===== config.mk =====
export PLATFORM = sky130hd
export DESIGN_NAME = cic_comp_fir_flat
export DESIGN_NICKNAME = d
export VERILOG_FILES = /design/src/rtl/sdr_dsp_pkg.sv /design/src/rtl/cic_comp_fir_if.sv /design/src/rtl/cic_comp_coef_rom.sv /design/src/rtl/cic_comp_fir.sv /design/src/flat_wrapper.sv
export SDC_FILE = /design/constraint.sdc
export NUM_CORES = 1
export LEC_CHECK = 0
export CAP_MARGIN = 20
export CORE_ASPECT_RATIO = 1.25
export CORE_UTILIZATION = 55
export CTS_CLUSTER_DIAMETER = 150
export DETAILED_ROUTE_END_ITERATION = 8
export GPL_TIMING_DRIVEN = 0
export MAX_ROUTING_LAYER = met4
export PLACE_DENSITY_LB_ADDON = 0.12
export SLEW_MARGIN = 20
export SYNTH_ARGS = -nofsm -noshare
export SYNTH_HDL_FRONTEND = slang
export SYNTH_HIERARCHICAL = 1
export SYNTH_SLANG_ARGS = --single-unit

===== constraint.sdc =====
create_clock -name clk -period 17.92 [get_ports clk]
set_input_delay 2.688 -clock clk [delete_from_list [all_inputs] [get_ports clk]]
set_output_delay 2.688 -clock clk [all_outputs]
set_load 0.05 [all_outputs]

===== src/rtl/sdr_dsp_pkg.sv =====
// Shared DSP definitions for the CIC compensation path: widths, saturation,
// FSM encoding and the default inverse-sinc^5 coefficient table.
package sdr_dsp_pkg;

    localparam logic [1:0] ST_IDLE  = 2'd0;
    localparam logic [1:0] ST_MAC   = 2'd1;
    localparam logic [1:0] ST_ROUND = 2'd2;

    localparam int MAX_TAPS = 64;
    localparam int TAB_AW   = $clog2(MAX_TAPS);

    typedef int coef_table_t [MAX_TAPS];

    // The centre pair differs by one LSB so the table sums to exactly 32767.
    localparam coef_table_t DEFAULT_COEF = '{
        0: 12,     1: -40,    2: 85,     3: -160,
        4: 290,    5: -560,   6: 1300,   7: 15457,
        8: 15456,  9: 1300,   10: -560,  11: 290,
        12: -160,  13: 85,    14: -40,   15: 12,
        default: 0
    };

    function automatic int acc_width(input int coef_w, input int taps);
        return 8 + coef_w + $clog2(taps);
    endfunction

    function automatic longint saturate(input longint v, input int out_w);
        longint hi;
        longint lo;
        hi = (longint'(1) <<< (out_w - 1)) - 1;
        lo = -hi - 1;
        if (v > hi) return hi;
        if (v < lo) return lo;
        return v;
    endfunction

endpackage


===== src/rtl/cic_comp_fir_if.sv =====
// Sample/strobe bundle between the CIC decimator and the compensation FIR.
interface cic_comp_fir_if #(
    parameter int OUT_W = 16
);
    logic signed [7:0]       in_data;
    logic                    in_clk;
    logic signed [OUT_W-1:0] out_data;
    logic                    out_valid;
    logic                    overrun;

    modport master (
        output in_data, in_clk,
        input  out_data, out_valid, overrun
    );

    modport slave (
        input  in_data, in_clk,
        output out_data, out_valid, overrun
    );
endinterface


===== src/rtl/cic_comp_coef_rom.sv =====
// Combinational coefficient lookup; the table is a parameter so it can be swapped.
module cic_comp_coef_rom
    import sdr_dsp_pkg::*;
#(
    parameter int          TAPS       = 16,
    parameter int          COEF_W     = 16,
    parameter coef_table_t COEF_TABLE = DEFAULT_COEF
) (
    input  logic [$clog2(TAPS)-1:0] k,
    output logic signed [COEF_W-1:0] coef
);

    always_comb begin
        coef = COEF_W'(COEF_TABLE[TAB_AW'(k)]);
    end

endmodule


===== src/rtl/cic_comp_fir.sv =====
// Time-shared single-MAC compensation FIR behind the CIC decimator, with
// optional extra decimation, rounding and output saturation.
module cic_comp_fir
    import sdr_dsp_pkg::*;
#(
    parameter int          TAPS       = 16,
    parameter int          DECIM      = 1,
    parameter int          COEF_W     = 16,
    parameter int          OUT_W      = 16,
    parameter int          OUT_SHIFT  = 7,
    parameter coef_table_t COEF_TABLE = DEFAULT_COEF
) (
    input  logic         clk,
    input  logic         rst_n,
    cic_comp_fir_if.slave bus
);

    localparam int     AW     = $clog2(TAPS);
    localparam int     PH_W   = 5;
    localparam int     PROD_W = 8 + COEF_W;
    localparam int     ACC_W  = acc_width(COEF_W, TAPS);
    localparam longint RND    = (longint'(1) <<< OUT_SHIFT) >>> 1;

    logic                    in_clk_q, in_clk_d;
    logic                    pending_q, pending_d;
    logic signed [7:0]       pend_data_q, pend_data_d;
    logic signed [7:0]       smp_q [TAPS];
    logic signed [7:0]       smp_d [TAPS];
    logic [AW-1:0]           wr_ptr_q, wr_ptr_d;
    logic [PH_W-1:0]         phase_q, phase_d;
    logic [AW-1:0]           k_q, k_d;
    logic signed [ACC_W-1:0] acc_q, acc_d;
    logic [1:0]              state_q, state_d;
    logic signed [OUT_W-1:0] out_data_q, out_data_d;
    logic                    out_valid_q, out_valid_d;
    logic                    overrun_q, overrun_d;

    logic                     edge_det;
    logic                     consume;
    logic [AW-1:0]            rd_idx;
    logic signed [COEF_W-1:0] coef;
    logic signed [PROD_W-1:0] prod;

    cic_comp_coef_rom #(
        .TAPS       (TAPS),
        .COEF_W     (COEF_W),
        .COEF_TABLE (COEF_TABLE)
    ) u_rom (
        .k    (k_q),
        .coef (coef)
    );

    always_comb begin
        in_clk_d    = bus.in_clk;
        edge_det    = bus.in_clk & ~in_clk_q;
        pending_d   = pending_q;
        pend_data_d = pend_data_q;
        smp_d       = smp_q;
        wr_ptr_d    = wr_ptr_q;
        phase_d     = phase_q;
        k_d         = k_q;
        acc_d       = acc_q;
        state_d     = state_q;
        out_data_d  = out_data_q;
        out_valid_d = 1'b0;
        overrun_d   = overrun_q;
        consume     = 1'b0;
        // wr_ptr already points past the newest sample, so tap k reads newest-k.
        rd_idx      = wr_ptr_q - AW'(1) - k_q;
        prod        = PROD_W'(smp_q[rd_idx]) * PROD_W'(coef);

        case (state_q)
            ST_IDLE: begin
                if (pending_q) begin
                    consume         = 1'b1;
                    smp_d[wr_ptr_q] = pend_data_q;
                    wr_ptr_d        = wr_ptr_q + AW'(1);
                    if (phase_q == PH_W'(DECIM - 1)) begin
                        phase_d = '0;
                        k_d     = '0;
                        acc_d   = '0;
                        state_d = ST_MAC;
                    end else begin
                        phase_d = phase_q + PH_W'(1);
                    end
                end
            end
            ST_MAC: begin
                acc_d = acc_q + ACC_W'(prod);
                k_d   = k_q + AW'(1);
                if (k_q == AW'(TAPS - 1)) begin
                    state_d = ST_ROUND;
                end
            end
            ST_ROUND: begin
                out_data_d  = OUT_W'(saturate((longint'(acc_q) + RND) >>> OUT_SHIFT, OUT_W));
                out_valid_d = 1'b1;
                state_d     = ST_IDLE;
            end
            default: begin
                state_d = ST_IDLE;
            end
        endcase

        // A new edge beats a same-cycle consume; otherwise a full slot drops it.
        if (consume) begin
            pending_d = 1'b0;
        end
        if (edge_det) begin
            if (pending_q && !consume) begin
                overrun_d = 1'b1;
            end else begin
                pending_d   = 1'b1;
                pend_data_d = bus.in_data;
            end
        end
    end

    always_ff @(posedge clk or negedge rst_n) begin
        if (!rst_n) begin
            in_clk_q    <= 1'b1;
            pending_q   <= 1'b0;
            pend_data_q <= '0;
            smp_q       <= '{default: '0};
            wr_ptr_q    <= '0;
            phase_q     <= '0;
            k_q         <= '0;
            acc_q       <= '0;
            state_q     <= ST_IDLE;
            out_data_q  <= '0;
            out_valid_q <= 1'b0;
            overrun_q   <= 1'b0;
        end else begin
            in_clk_q    <= in_clk_d;
            pending_q   <= pending_d;
            pend_data_q <= pend_data_d;
            smp_q       <= smp_d;
            wr_ptr_q    <= wr_ptr_d;
            phase_q     <= phase_d;
            k_q         <= k_d;
            acc_q       <= acc_d;
            state_q     <= state_d;
            out_data_q  <= out_data_d;
            out_valid_q <= out_valid_d;
            overrun_q   <= overrun_d;
        end
    end

    assign bus.out_data  = out_data_q;
    assign bus.out_valid = out_valid_q;
    assign bus.overrun   = overrun_q;

endmodule

===== src/flat_wrapper.sv =====
// flat-port wrapper written by rule: the top's interface ports become plain ports
module cic_comp_fir_flat import sdr_dsp_pkg::*;
#(
    parameter int          TAPS       = 16,
    parameter int          DECIM      = 1,
    parameter int          COEF_W     = 16,
    parameter int          OUT_W      = 16,
    parameter int          OUT_SHIFT  = 7,
    parameter coef_table_t COEF_TABLE = DEFAULT_COEF
)
  (clk, rst_n, bus_in_data, bus_in_clk, bus_out_data, bus_out_valid, bus_overrun);
  cic_comp_fir_if #(.OUT_W(OUT_W)) bus_i ();
  input  logic clk;
  input  logic rst_n;
  input wire logic [$bits(bus_i.in_data)-1:0] bus_in_data;
  input wire logic [$bits(bus_i.in_clk)-1:0] bus_in_clk;
  output wire logic [$bits(bus_i.out_data)-1:0] bus_out_data;
  output wire logic [$bits(bus_i.out_valid)-1:0] bus_out_valid;
  output wire logic [$bits(bus_i.overrun)-1:0] bus_overrun;
  assign bus_i.in_data = bus_in_data;
  assign bus_i.in_clk = bus_in_clk;
  assign bus_out_data = bus_i.out_data;
  assign bus_out_valid = bus_i.out_valid;
  assign bus_overrun = bus_i.overrun;
  cic_comp_fir #(.TAPS(TAPS), .DECIM(DECIM), .COEF_W(COEF_W), .OUT_W(OUT_W), .OUT_SHIFT(OUT_SHIFT), .COEF_TABLE(COEF_TABLE)) u_core (.clk(clk), .rst_n(rst_n), .bus(bus_i));
endmodule

==> results.yml <==
cts:
  cts_hold_buf: 0
  clk_pin_slew_ps: 80
  root_buffer: "clkbuf_16"
  cts_resized: 0
  cts_buffer_depth: 2
  cts_tree: "built"
  clock-sinks: 199
  cts_max_level: 4
  numCtsBuffers: 17
  insertion_delay_ps: 450
  post_cts_buffers: 0
job:
  cap_viol_max_count: 0
route:
  ant_nets: 0
  drc: 0
  wire_per_inst_um: 19.2
  dr_wl_met3_um: 666
  vias: 9691
  wl_met1_um: 13400
  met2_length_um: 17900
  dr.pass1.iters: 5
  top_layer_used: "met4"
  drtIter0Drc: 431
  vias_per_cell: 5.68
  routed_wl_um: 32800
sta:
  finalClockSkew_ps: 11.6
  post-route-min-period_ps: 8970
  worst_pin_slew_ps: 1090
  relSlewSlack: 0.262
  tns_ps: 0
  max_freq_mhz: 112
  final_max_slew_viol_count: 0
  rsz0062_at_grt: "false"
  finalHoldViolations: 0
  fin_crit_sh: 0.500
  finalSetupViolations: 0
worst_setup_path:
  crit_start: "u_core/k_q[0]"
  worstPathArrival_ps: 9330
  worst_setup_path_end_kind: "register"
  reg2reg_from: "u_core/k_q[0]"
  slowest_stage: "a21oi_1"
  rr_worst_depth: 29
  cpPeakStageDelay_ps: 820
  start_kind: "register"
  reg2reg_slack_ps: 8950
  r2r-end: "u_core/acc_q[25]"
  required_ps: 18280
  cp_common_cell: "fa_1"
  path_max_fanout: 13
  worstSetupPathType: "register to register"
die:
  die_h_um: 187
  dieArea_sq_um: 28100
  io_pins: 29
  die_x_um: 150
  core_area_sq_um: 26900
  initial_core_util: 0.560
  rows: 67
synth:
  syn_inst: 1300
  yosysUniqueCellTypes: 70
  synth.top_cell.area_share: 0.329
  synth_area_sq_um: 15100
  ys_ff_latch: 199
  async_flop_share: 1.00
  synth_top_flop_cell: "dfrtp_1"
  syn_nets: 1535
  synth_area_leader_cell: "dfrtp_1"
  ys_seq_area_frac: 0.330
  syn_area_per_cell_sq_um: 11.6
  synth.area.top_cells: "dfrtp_1, fa_1, mux2_2"
  ys.warnings.count: 6
  synth_edf_count: 0
global_route:
  grt_pass1_vias: 10472
  globalRouteTotalUtil: 0.263
  grt_antenna_before_repair: 0
  grt_remaining_overflow: 0
  grt_pass1_wl_um: 54300
  grt_max_degree: 86
place:
  hpwlAfterDp_um: 25500
  gp_congestion: 0.903
  portBuffers: 28
final_layout:
  diodes: 0
  multi_input_area_sq_um: 9380
  nets: 1584
  final_common_cell: "dfrtp_1"
  fillers: 2207
  layout_common_cells: "dfrtp_1, fa_1, mux2_2"
  syn_to_final_growth_pct: 9.11
  regArea_sq_um: 4980
  final_layout_size_suffix_gt1_frac: 0.183
worst_hold_path:
  worstHoldStart: "u_core/phase_q[4]"
  hold_class: "register to register"
  min_path_cells: 1
  min_to: "u_core/phase_q[4]"
outcome:
  status: "finished, final reports clean"
per-stage QoR:
step                cells  hold WS, ps  utilization  area (sq um)  setup slack [ps]
floorplan            1300          465            -         15100             10430
global placement     1673          468        0.587         15800              5680
detailed placement   1675          479        0.589         15900              9040
CTS                  1707          500        0.611         16400              9010
global route         1707          512        0.611         16400              8460
finish               1707          495        0.611         16400              8950
final cells by class:
class | count | area share
Tap cell | 345 | 0.0262
Multi-Input combinational cell | 924 | 0.570
Clock buffer | 19 | 0.0269
Timing Repair Buffer | 30 | 0.0207
Sequential cell | 199 | 0.303
Clock inverter | 13 | 0.00913
Inverter | 124 | 0.0283
Buffer | 53 | 0.0155
state kept, by name, indices dropped and copies added (netlist names):
name / count
u_core/pend_data_q: 8
u_core/bus.out_valid: 1
u_core/pending_q: 1
u_core/acc_q: 28
u_core/k_q: 4
u_core/state_q: 2
u_core/in_clk_q: 1
u_core/wr_ptr_q: 4
u_core/phase_q: 5
u_core/bus.out_data: 16
u_core/smp_q: 128
u_core/bus.overrun: 1
critical path, delay by kind of cell, from the launching register on:
kind | cells | cell delay [ps]
AO/OA/AOI/OAI | 7 | 2010
AND/OR/NAND/NOR | 3 | 920
buffers and inverters | 9 | 1590
adder cells (fa/ha/maj) | 8 | 3470
multiplexers | 2 | 340
flip-flops | 1 | 540
synthesized netlist by cell type, drive strengths merged, types with 9 or more instances:
cell type and n:
dfrtp 198, fa 146, mux2 140, inv 123
nand2 93, and2 78, ha 78, nor2 57
o21ai 40, mux4 32, xnor2 32, a21oi 27
buf 27, clkbuf 26, nand3 26, o22a 15
a211oi 13, mux2i 13, nor2b 12, xor2 12
nor3 11, and3 9
metal layers:
layer,track usage,up-vias
met5,-,-
met4,0.0862,0
met3,0.0315,57
met2,0.466,130
met1,0.308,4986
li1,-,4518
worst max-delay path by stage:
stage / end / depth (start not counted)
final: u_core/acc_q[25] / 29
after global routing: u_core/acc_q[25] / 29
after CTS: u_core/acc_q[25] / 29
after detailed placement: u_core/acc_q[25] / 29
after global placement: u_core/smp_q[66] / 1
after floorplan: u_core/acc_q[26] / 25
kinds of logic (layout without fill, tap and decap cells):
group | after synthesis | count (layout) | share of synthesized area
fa+ha+maj | 224 | 224 | 0.259
mux | 185 | 185 | 0.161
flops | 199 | 199 | 0.330
compound gates | 149 | 149 | 0.0662
buf+inv | 177 | 239 | 0.0478
xor+xnor | 44 | 44 | 0.0256
simple gates | 322 | 322 | 0.110
Power is not shown: default switching activity piles up to over one toggle a cycle in this logic, so the estimate is an artifact.
